$ cat src/rtl/rom_stream_reader_pkg.sv
// Shared widths, FSM state encodings and limits for the ROM stream reader.
package rom_rd_pkg;

    localparam int unsigned ADDR_W_DEF = 12;
    localparam int unsigned DATA_W_DEF = 8;
    localparam int unsigned MAX_COUNT  = 4096;

    typedef logic [2:0] state_t;

    localparam state_t S_IDLE    = 3'd0;
    localparam state_t S_ISSUE   = 3'd1;
    localparam state_t S_WAIT    = 3'd2;
    localparam state_t S_CAPTURE = 3'd3;
    localparam state_t S_HOLD    = 3'd4;

endpackage

$ cat src/rtl/rom_stream_reader_if.sv
// Control, ROM-side and byte-stream signals of the ROM stream reader.
interface rom_stream_reader_if
    import rom_rd_pkg::*;
#(
    parameter int unsigned ADDR_W = ADDR_W_DEF,
    parameter int unsigned DATA_W = DATA_W_DEF
) ();

    logic              start;
    logic [ADDR_W-1:0] start_addr;
    logic [ADDR_W:0]   count;
    logic              busy;
    logic              done;
    logic [ADDR_W-1:0] rom_addr;
    logic [DATA_W-1:0] rom_data;
    logic [DATA_W-1:0] out_data;
    logic              out_valid;
    logic              out_ready;

    // Reader side: consumes control and ROM data, drives ROM address and stream.
    modport master (
        input  start, start_addr, count, rom_data, out_ready,
        output busy, done, rom_addr, out_data, out_valid
    );

    // Environment side: issues requests, models the ROM, sinks the stream.
    modport slave (
        output start, start_addr, count, rom_data, out_ready,
        input  busy, done, rom_addr, out_data, out_valid
    );

endinterface

$ cat src/rtl/rom_stream_reader_rd_latency_timer.sv
// 2-bit loadable down-counter that flags the decrement which reaches zero.
module rd_latency_timer (
    input  logic       clk,
    input  logic       reset,
    input  logic       load_i,
    input  logic [1:0] load_val_i,
    input  logic       dec_i,
    output logic       zero_c_o
);

    logic [1:0] cnt_q;
    logic [1:0] cnt_d;

    always_comb begin
        cnt_d = cnt_q;
        if (load_i) begin
            cnt_d = load_val_i;
        end else if (dec_i && (cnt_q != 2'd0)) begin
            cnt_d = cnt_q - 2'd1;
        end
    end

    always_ff @(posedge clk or posedge reset) begin
        if (reset) begin
            cnt_q <= 2'd0;
        end else begin
            cnt_q <= cnt_d;
        end
    end

    // High in the cycle whose decrement brings the count to zero.
    assign zero_c_o = dec_i && (cnt_q == 2'd1);

endmodule

$ cat src/rtl/rom_stream_reader.sv
// Walks consecutive ROM addresses, one read outstanding, and streams each byte out.
module rom_stream_reader
    import rom_rd_pkg::*;
#(
    parameter int unsigned ADDR_W = ADDR_W_DEF,
    parameter int unsigned DATA_W = DATA_W_DEF,
    parameter int unsigned RD_LAT = 0
) (
    input  logic                 clk,
    input  logic                 reset,
    rom_stream_reader_if.master  bus
);

    localparam int unsigned CNT_W     = ADDR_W + 1;
    localparam int unsigned MAX_CNT_I = (ADDR_W == ADDR_W_DEF) ? MAX_COUNT : (1 << ADDR_W);
    localparam logic [CNT_W-1:0] MAX_CNT = CNT_W'(MAX_CNT_I);

    state_t            state_q, state_d;
    logic [ADDR_W-1:0] addr_q, addr_d;
    logic [CNT_W-1:0]  rem_q, rem_d;
    logic [ADDR_W-1:0] rom_addr_q, rom_addr_d;
    logic [DATA_W-1:0] out_data_q, out_data_d;
    logic              out_valid_q, out_valid_d;
    logic              busy_q, busy_d;
    logic              done_q, done_d;

    logic              tmr_load;
    logic              tmr_dec;
    logic              tmr_zero;
    logic              accept;
    logic              last_hs;
    logic [CNT_W-1:0]  count_clamped;

    rd_latency_timer u_timer (
        .clk        (clk),
        .reset      (reset),
        .load_i     (tmr_load),
        .load_val_i (2'(RD_LAT)),
        .dec_i      (tmr_dec),
        .zero_c_o   (tmr_zero)
    );

    assign accept        = bus.start && (bus.count != '0);
    assign last_hs       = bus.out_ready && (rem_q == CNT_W'(1));
    assign count_clamped = (bus.count > MAX_CNT) ? MAX_CNT : bus.count;

    always_ff @(posedge clk or posedge reset) begin
        if (reset) begin
            state_q <= S_IDLE;
        end else begin
            state_q <= state_d;
        end
    end

    always_comb begin
        state_d = state_q;
        case (state_q)
            S_IDLE:    if (accept) state_d = S_ISSUE;
            S_ISSUE:   state_d = (RD_LAT == 0) ? S_CAPTURE : S_WAIT;
            S_WAIT:    if (tmr_zero) state_d = S_CAPTURE;
            S_CAPTURE: state_d = S_HOLD;
            S_HOLD:    if (bus.out_ready) state_d = last_hs ? S_IDLE : S_ISSUE;
            default:   state_d = S_IDLE;
        endcase
    end

    always_comb begin
        addr_d      = addr_q;
        rem_d       = rem_q;
        rom_addr_d  = rom_addr_q;
        out_data_d  = out_data_q;
        out_valid_d = out_valid_q;
        busy_d      = busy_q;
        done_d      = 1'b0;
        tmr_load    = 1'b0;
        tmr_dec     = 1'b0;
        case (state_q)
            S_IDLE: begin
                if (accept) begin
                    addr_d = bus.start_addr;
                    rem_d  = count_clamped;
                    busy_d = 1'b1;
                end
            end
            S_ISSUE: begin
                rom_addr_d = addr_q;
                tmr_load   = (RD_LAT != 0);
            end
            S_WAIT: begin
                tmr_dec = 1'b1;
            end
            S_CAPTURE: begin
                out_data_d  = bus.rom_data;
                out_valid_d = 1'b1;
            end
            S_HOLD: begin
                if (bus.out_ready) begin
                    out_valid_d = 1'b0;
                    rem_d       = rem_q - CNT_W'(1);
                    if (last_hs) begin
                        done_d = 1'b1;
                        busy_d = 1'b0;
                    end else begin
                        addr_d = addr_q + ADDR_W'(1);
                    end
                end
            end
            default: ;
        endcase
    end

    always_ff @(posedge clk or posedge reset) begin
        if (reset) begin
            addr_q      <= '0;
            rem_q       <= '0;
            rom_addr_q  <= '0;
            out_data_q  <= '0;
            out_valid_q <= 1'b0;
            busy_q      <= 1'b0;
            done_q      <= 1'b0;
        end else begin
            addr_q      <= addr_d;
            rem_q       <= rem_d;
            rom_addr_q  <= rom_addr_d;
            out_data_q  <= out_data_d;
            out_valid_q <= out_valid_d;
            busy_q      <= busy_d;
            done_q      <= done_d;
        end
    end

    assign bus.rom_addr  = rom_addr_q;
    assign bus.out_data  = out_data_q;
    assign bus.out_valid = out_valid_q;
    assign bus.busy      = busy_q;
    assign bus.done      = done_q;

endmodule

$ cat src/flat_wrapper.sv
// flat-port wrapper written by rule: the top's interface ports become plain ports
module rom_stream_reader_flat import rom_rd_pkg::*;
#(
    parameter int unsigned ADDR_W = ADDR_W_DEF,
    parameter int unsigned DATA_W = DATA_W_DEF,
    parameter int unsigned RD_LAT = 0
)
  (clk, reset, bus_start, bus_start_addr, bus_count, bus_rom_data, bus_out_ready, bus_busy, bus_done, bus_rom_addr, bus_out_data, bus_out_valid);
  rom_stream_reader_if #(.ADDR_W(ADDR_W), .DATA_W(DATA_W)) bus_i ();
  input  logic clk;
  input  logic reset;
  input wire logic [$bits(bus_i.start)-1:0] bus_start;
  input wire logic [$bits(bus_i.start_addr)-1:0] bus_start_addr;
  input wire logic [$bits(bus_i.count)-1:0] bus_count;
  input wire logic [$bits(bus_i.rom_data)-1:0] bus_rom_data;
  input wire logic [$bits(bus_i.out_ready)-1:0] bus_out_ready;
  output wire logic [$bits(bus_i.busy)-1:0] bus_busy;
  output wire logic [$bits(bus_i.done)-1:0] bus_done;
  output wire logic [$bits(bus_i.rom_addr)-1:0] bus_rom_addr;
  output wire logic [$bits(bus_i.out_data)-1:0] bus_out_data;
  output wire logic [$bits(bus_i.out_valid)-1:0] bus_out_valid;
  assign bus_i.start = bus_start;
  assign bus_i.start_addr = bus_start_addr;
  assign bus_i.count = bus_count;
  assign bus_i.rom_data = bus_rom_data;
  assign bus_i.out_ready = bus_out_ready;
  assign bus_busy = bus_i.busy;
  assign bus_done = bus_i.done;
  assign bus_rom_addr = bus_i.rom_addr;
  assign bus_out_data = bus_i.out_data;
  assign bus_out_valid = bus_i.out_valid;
  rom_stream_reader #(.ADDR_W(ADDR_W), .DATA_W(DATA_W), .RD_LAT(RD_LAT)) u_core (.clk(clk), .reset(reset), .bus(bus_i));
endmodule
$ cat config.mk
export PLATFORM = sky130hd
export DESIGN_NAME = rom_stream_reader_flat
export DESIGN_NICKNAME = d
export VERILOG_FILES = /design/src/rtl/rom_stream_reader_pkg.sv /design/src/rtl/rom_stream_reader_if.sv /design/src/rtl/rom_stream_reader_rd_latency_timer.sv /design/src/rtl/rom_stream_reader.sv /design/src/flat_wrapper.sv
export SDC_FILE = /design/constraint.sdc
export NUM_CORES = 1
export LEC_CHECK = 0
export ABC_AREA = 1
export BUFFER_PORTS_ARGS = -buffer_cell sky130_fd_sc_hd__buf_2
export CELL_PAD_IN_SITES_DETAIL_PLACEMENT = 1
export CELL_PAD_IN_SITES_GLOBAL_PLACEMENT = 2
export CORE_MARGIN = 2
export CORE_UTILIZATION = 28
export DETAILED_ROUTE_END_ITERATION = 10
export PLACE_DENSITY = 0.85
export SYNTH_ARGS = -nofsm -noshare
export SYNTH_HDL_FRONTEND = slang
export SYNTH_SLANG_ARGS = --single-unit
$ cat constraint.sdc
create_clock -name clk -period 1.5 [get_ports clk]
set_clock_uncertainty 0.2 [all_clocks]
set_input_delay 0 -clock clk [delete_from_list [all_inputs] [get_ports clk]]
set_output_delay 0 -clock clk [all_outputs]
set_load 0.005 [all_outputs]
==> impl_metrics.ini, run 1 <==
[timing]
max_slew.worst_pin.slew_ns = 0.312
period_share_pct = 112
fmax_ghz = 0.594
worst_hold_slack_ns = -0.0296
post-route-min-period_ns = 1.68
slew_headroom_pct = 79.2
layout_setup_ws_ns = -0.183
slew_viol_final = 0
final-hold-violation-count = 13
rsz0062_at_grt = yes
setup_viol_count_final = 27

[global_routing]
grt_pass1_vias = 3538
grt.total_usage_pct = 17.1
grt_overflow = 0
grt_pass1_wl_um = 16300
grt_antenna_before_repair = 0
grt_max_degree = 41

[setup_path]
cp_data_arrival_time_ns = 1.70
critPathBufInv = 2
crit_top_cell = nand2_1
crit_type = register to register
worstSetupStartpointType = register
crit_fanout = 5
critPathRequiredTime_ns = 1.51
slowest_delay_ns = 0.44
cp-end-kind = register
regToRegStartpoint = u_core.rem_q[0]$_DFFE_PP0P_
path_cells = inv_2 > ha_2 > nand2_4 > inv_2 > nor2_1 > o21ai_1 > nand2_1 > nand2_1 > nand2_1
rrSetupSlack_ns = -0.18
r2r_cells = 9
crit_slowest_cell = dfrtp_1
path_delay_family = flip-flops
r2r-end = u_core.rem_q[4]$_DFFE_PP0P_

[clock_tree]
clk_latency_ns = 0.31
cts_tree = done
cts_max_level = 2
numClockSinks = 53
clockRootBuffer = clkbuf_8
cts_buffers = 5
clkTransAtPathRegs_ns = 0.10
clockBufferDepth = 2

[detailed_routing]
viasPerCell = 4.58
dr.first_iter.drc_count = 169
drc = 0
firstDrtPassIters = 4
drtAntennaViolNets = 0
wl_um = 9970
num_vias = 3294
wl_per_cell_um = 13.8

[floorplan]
core_um2 = 10900
dieArea_um2 = 12000
row_count = 38
io_pins = 60
die_y_um = 110
start_util_pct = 28.8
die_width_um = 110

[logic_synthesis]
synthCells = 432
synth_seq_cells = 53
synth_edf_count = 0
yosysTopAreaCell = dfrtp_1
yosysMostFrequentCell = nand2_1
yosys_warnings = 0
syn-cell-area_um2 = 3130
syn_area_per_cell_um2 = 7.25
synth_cell_types = 29
synthArstFlopShare_pct = 100
synthTopCellsByArea = dfrtp_1 (42%), nand2_1 (20%), nand3_1 (7.8%)
synthesis.nets = 474
ys.flop_type = dfrtp_1
ys_seq_area_share_pct = 42.3
yosysTopAreaCellShare_pct = 42.3
synth_commonest_cells = nand2_1 (168), dfrtp_1 (53), nand3_1 (49)

[worst_hold_path]
min-delay-path-class = primary input to asynchronous set/reset pin

[finish]
seqCellArea_um2 = 1330
syn2layout_area_growth_pct = 53.1
drive_above_1_share_pct = 35.0
final_util_pct = 44.0
num_antenna_cells = 0
layout.nets = 621
fillers = 1355
multi_input_area_um2 = 1850

[placed_design]
dp_slack_ns = -0.205
hpwl_um = 7010
gp_congestion = 0.829
portBuffers = 59

[flow_run]
maxCapViolCount = 0

[status]
violations = hold timing, setup timing
status = finished, violations left

[power_and_ir_drop]
p_per_area_nw_per_um2 = 1880
p_leak_nw = 2.44
max-vdd-ir-drop_v = 0.000631
## where the power goes
| part | switching, mW | total (mW) | leakage [nW] | internal, mW |
|---|---|---|---|---|
| registers | 0.564 | 2.64 | 0.660 | 2.07 |
| clock network | 0.512 | 0.940 | 0.0549 | 0.428 |
| logic | 2.97 | 5.45 | 1.73 | 2.47 |
| total | 4.05 | 9.02 | 2.44 | 4.97 |
## worst min-delay path: stages
cell and delay [ns]:
dlygate4sd3_1 0.53, buf_2 0.12, inv_2 0.24
## area by class of cell
cell class / instances / share of cell area [%]
Multi-Input combinational cell: 327 / 38.5
Clock inverter: 1 / 0.183
Tap cell: 140 / 3.65
Clock buffer: 7 / 2.01
Timing Repair Buffer: 151 / 24.2
Inverter: 41 / 3.68
Sequential cell: 53 / 27.8
## through the flow
stage / cells / instance area (um^2) / setup TNS [ns] / power [mW]
6_report: 720 / 4790 / -1.99 / 9.02
5_1_grt: 720 / 4790 / -4.38 / 9.86
3_3_place_gp: 667 / 3920 / -2.81 / 6.72
2_1_floorplan: 432 / 3140 / -0.656 / 5.14
3_5_place_dp: 667 / 3920 / -5.36 / 6.92
4_1_cts: 717 / 4610 / -1.68 / 8.56
## per-layer routing
layer / track usage [%] / vias up / part of all wire (%)
met5: 0 / - / 0
met4: 4.16 / 0 / 1.7
met3: 2.61 / 11 / 2.9
met2: 32.9 / 52 / 52
met1: 19.7 / 1581 / 43
li1: - / 1650 / -
## placed cells by master, fill, tap and decap left out, types with 2 or more instances in the layout
master and n:
buf_12 3, nand2_4 6, dfrtp_2 4, nor2_1 21
dlygate4sd3_1 36, inv_2 7, buf_4 44, clkbuf_8 7
nor2_4 13, dfrtp_1 49, inv_1 31, buf_6 6
o21ai_0 14, nor2_2 6, nand4_1 3, nand3_4 5
xor2_1 2, mux2_2 10, nand2_8 4, buf_2 60
nand3_1 46, nand2_2 12, o21ai_1 11, nand2_1 159
or2_2 2, ha_2 2, or2_4 2, ha_1 2
## flip-flops by register name, summed over array words and instances, names as in the netlist
signal / flops
u_core.u_timer.cnt_q: 2
u_core.rem_q: 13
u_core.bus.busy: 1
u_core.bus.out_data: 8
u_core.bus.done: 1
u_core.bus.out_valid: 1
u_core.state_q: 3
u_core.addr_q: 12
u_core.bus.rom_addr: 12
## worst max-delay path by stage
stage,start,end,slack (ns),cells after the start
3_3_place_gp,u_core.state_q[1]$_DFFE_PP0P_,u_core.rem_q[2]$_DFFE_PP0P_,-0.13,8
4_1_cts,u_core.rem_q[6]$_DFFE_PP0P_,u_core.addr_q[9]$_DFFE_PP0P_,-0.1,9
6_report,u_core.rem_q[0]$_DFFE_PP0P_,u_core.rem_q[4]$_DFFE_PP0P_,-0.18,9
5_1_grt,u_core.rem_q[0]$_DFFE_PP0P_,u_core.rem_q[4]$_DFFE_PP0P_,-0.27,9
2_1_floorplan,u_core.state_q[1]$_DFFE_PP0P_,u_core.rem_q[8]$_DFFE_PP0P_,-0.04,10
3_5_place_dp,u_core.rem_q[1]$_DFFE_PP0P_,u_core.addr_q[9]$_DFFE_PP0P_,-0.20,10
## kinds of logic after synthesis
family | Yosys count | synth area share [%]
compound gates | 28 | 4.67
xor+xnor | 2 | 0.559
fa+ha+maj | 5 | 2.00
buf+inv | 53 | 7.79
flops | 53 | 42.3
mux | 10 | 3.60
simple gates | 281 | 39.0
## what timing repair did
item                       CTS  global route
hold buffers                37             0
pin swaps                    7            24
hold endpoints to repair    90             0
resized for setup           53            42
cloned                       2             1
setup endpoints to repair   43            48
buffers inserted             3             3
Power figures use the tool's default switching activity.
==> inputs of run 2 (changes only) <==
--- a/config.mk
+++ b/config.mk
@@ -9,8 +9,10 @@
 export BUFFER_PORTS_ARGS = -buffer_cell sky130_fd_sc_hd__buf_2
 export CELL_PAD_IN_SITES_DETAIL_PLACEMENT = 1
 export CELL_PAD_IN_SITES_GLOBAL_PLACEMENT = 2
+export CORE_ASPECT_RATIO = 0.6
 export CORE_MARGIN = 2
 export CORE_UTILIZATION = 28
+export CTS_CLUSTER_DIAMETER = 100
 export DETAILED_ROUTE_END_ITERATION = 10
 export PLACE_DENSITY = 0.85
 export SYNTH_ARGS = -nofsm -noshare
==> impl_metrics.ini, run 2 (synthesized netlist as in run 1, its figures left out) <==
[status]
status = finished, violations left
violations = setup timing

[setup_path]
cp_num_cells = 10
path_cells = inv_2 > ha_4 > nand3_4 > nor2_4 > nand3_4 > nand2_8 > inv_8 > nand2_8 > nand2_2 > nand2_1
crit_type = register to register
regToRegStartpoint = u_core.rem_q[1]$_DFFE_PP0P_
worstSetupStartpointType = register
r2r_cells = 10
critPathRequiredTime_ns = 1.54
slowest_delay_ns = 0.43
r2r-end = u_core.addr_q[3]$_DFFE_PP0P_
path_delay_family = simple AND/OR/NAND/NOR gates
critPathBufInv = 2
cp-end-kind = register
cp_data_arrival_time_ns = 1.71
crit_fanout = 6
crit_slowest_cell = dfrtp_1
crit_end = u_core.addr_q[3]$_DFFE_PP0P_
rrSetupSlack_ns = -0.17
crit_start = u_core.rem_q[1]$_DFFE_PP0P_

[global_routing]
grt_overflow = 0
grt_antenna_before_repair = 0
grt_max_degree = 22
grt_pass1_wl_um = 18000
grt.total_usage_pct = 18.8
grt_pass1_vias = 3585

[timing]
slew_headroom_pct = 71.9
fmax_ghz = 0.598
max_slew.worst_pin.slew_ns = 0.421
post-route-min-period_ns = 1.67
setup_viol_count_final = 30
tns_ns = -3.32
slew_viol_final = 0
rsz0062_at_grt = yes
period_share_pct = 112
layout_setup_ws_ns = -0.173
final-hold-violation-count = 0
worst_hold_slack_ns = 0.0471

[detailed_routing]
route.met2.wl_um = 5380
num_vias = 3437
drtAntennaViolNets = 0
wl_met1_um = 5630
wl_um = 11700
viasPerCell = 4.67
dr.first_iter.drc_count = 153
firstDrtPassIters = 4
met3_length_um = 599
wl_per_cell_um = 16.0
drc = 0
top_layer_used = met4

[power_and_ir_drop]
max-vdd-ir-drop_v = 0.000551
p_leak_nw = 2.63
p_per_area_nw_per_um2 = 2010

[floorplan]
core_um2 = 10700
die_width_um = 141
io_pins = 60
row_count = 29
dieArea_um2 = 12100
die_y_um = 85.9
start_util_pct = 29.2

[placed_design]
hpwl_um = 7810
gp_congestion = 0.865
portBuffers = 59

[clock_tree]
clkTransAtPathRegs_ns = 0.07
clockBufferDepth = 2
numClockSinks = 53
clk_latency_ns = 0.30
clockRootBuffer = clkbuf_16
cts_tree = done
cts_max_level = 2
cts_buffers = 5

[finish]
layout_common_cells = nand2_1 (147), buf_2 (59), buf_4 (52), dfrtp_1 (48), nand3_1 (41)
syn2layout_area_growth_pct = 64.0
final_common_cell = nand2_1
top_register = u_core.rem_q
drive_above_1_share_pct = 41.2
largest_register_ffs = 13
fillers = 1309
num_antenna_cells = 0
layout.nets = 638

[worst_hold_path]
min-delay-path-class = primary input to asynchronous set/reset pin

[flow_run]
maxCapViolCount = 0
## run 2: worst min-delay path by stage
| stage | startpoint | to | slack (ns) | cells past startpoint |
|---|---|---|---|---|
| 6_report | reset | u_core.bus.out_data[3]$_DFFE_PP0P_ | 0.05 | 3 |
| 5_1_grt | reset | u_core.bus.out_data[5]$_DFFE_PP0P_ | 0.08 | 3 |
| 4_1_cts | bus_count[0] | u_core.rem_q[0]$_DFFE_PP0P_ | 0.004 | 7 |
| 3_5_place_dp | reset | u_core.bus.out_data[3]$_DFFE_PP0P_ | -0.18 | 2 |
| 3_3_place_gp | reset | u_core.bus.out_data[3]$_DFFE_PP0P_ | -0.19 | 2 |
| 2_1_floorplan | bus_start | u_core.bus.busy$_DFFE_PP0P_ | -0.06 | 2 |
## run 2: report_power, final
part	leakage, nW	internal [mW]	switching [mW]
logic	1.89	2.90	3.51
registers	0.659	2.08	0.586
clock network	0.0799	0.709	0.549
total	2.63	5.69	4.64
## run 2: final cells by class
type                            count  area, um^2  share of cell area (%)
Timing Repair inverter              1        6.26                   0.122
Multi-Input combinational cell    328        1960                    38.2
Timing Repair Buffer              166        1330                    25.8
Inverter                           41         179                    3.48
Clock buffer                        7         153                    2.97
Sequential cell                    53        1330                    25.9
Clock inverter                      1        5.00                  0.0974
Tap cell                          139         174                    3.39
## run 2: worst register-to-register path, cell delays in order, from the launching register on
cell,delay (ns)
dfrtp_1,0.43
inv_2,0.12
ha_4,0.14
nand3_4,0.06
nor2_4,0.13
nand3_4,0.13
nand2_8,0.12
inv_8,0.06
nand2_8,0.11
nand2_2,0.06
nand2_1,0.06
## run 2: per-stage QoR
step | util [%] | area (um^2) | instances | worst slack, ns | total power [mW]
after global placement | 37.3 | 4000 | 676 | -0.131 | 6.89
after global routing | 47.8 | 5140 | 736 | -0.261 | 11.1
final | 47.8 | 5140 | 736 | -0.173 | 10.3
after CTS | 44.7 | 4800 | 726 | -0.0987 | 9.26
after floorplan | - | 3140 | 432 | -0.0418 | 5.14
after detailed placement | 37.3 | 4000 | 676 | -0.208 | 7.12
## run 2: routing by layer
layer	track usage, %	vias up
li1	-	1686
met1	26.6	1665
met2	30.4	74
met3	3.57	12
met4	3.45	0
met5	0	-
## run 2: timing repair
item                                   CTS  global route
gates resized for setup                 66            70
endpoints found under the hold margin   88             0
pin swaps                               13            26
cloned                                   3             1
setup buffers                            5            10
hold buffers                            35             0
setup endpoints to repair               37            48
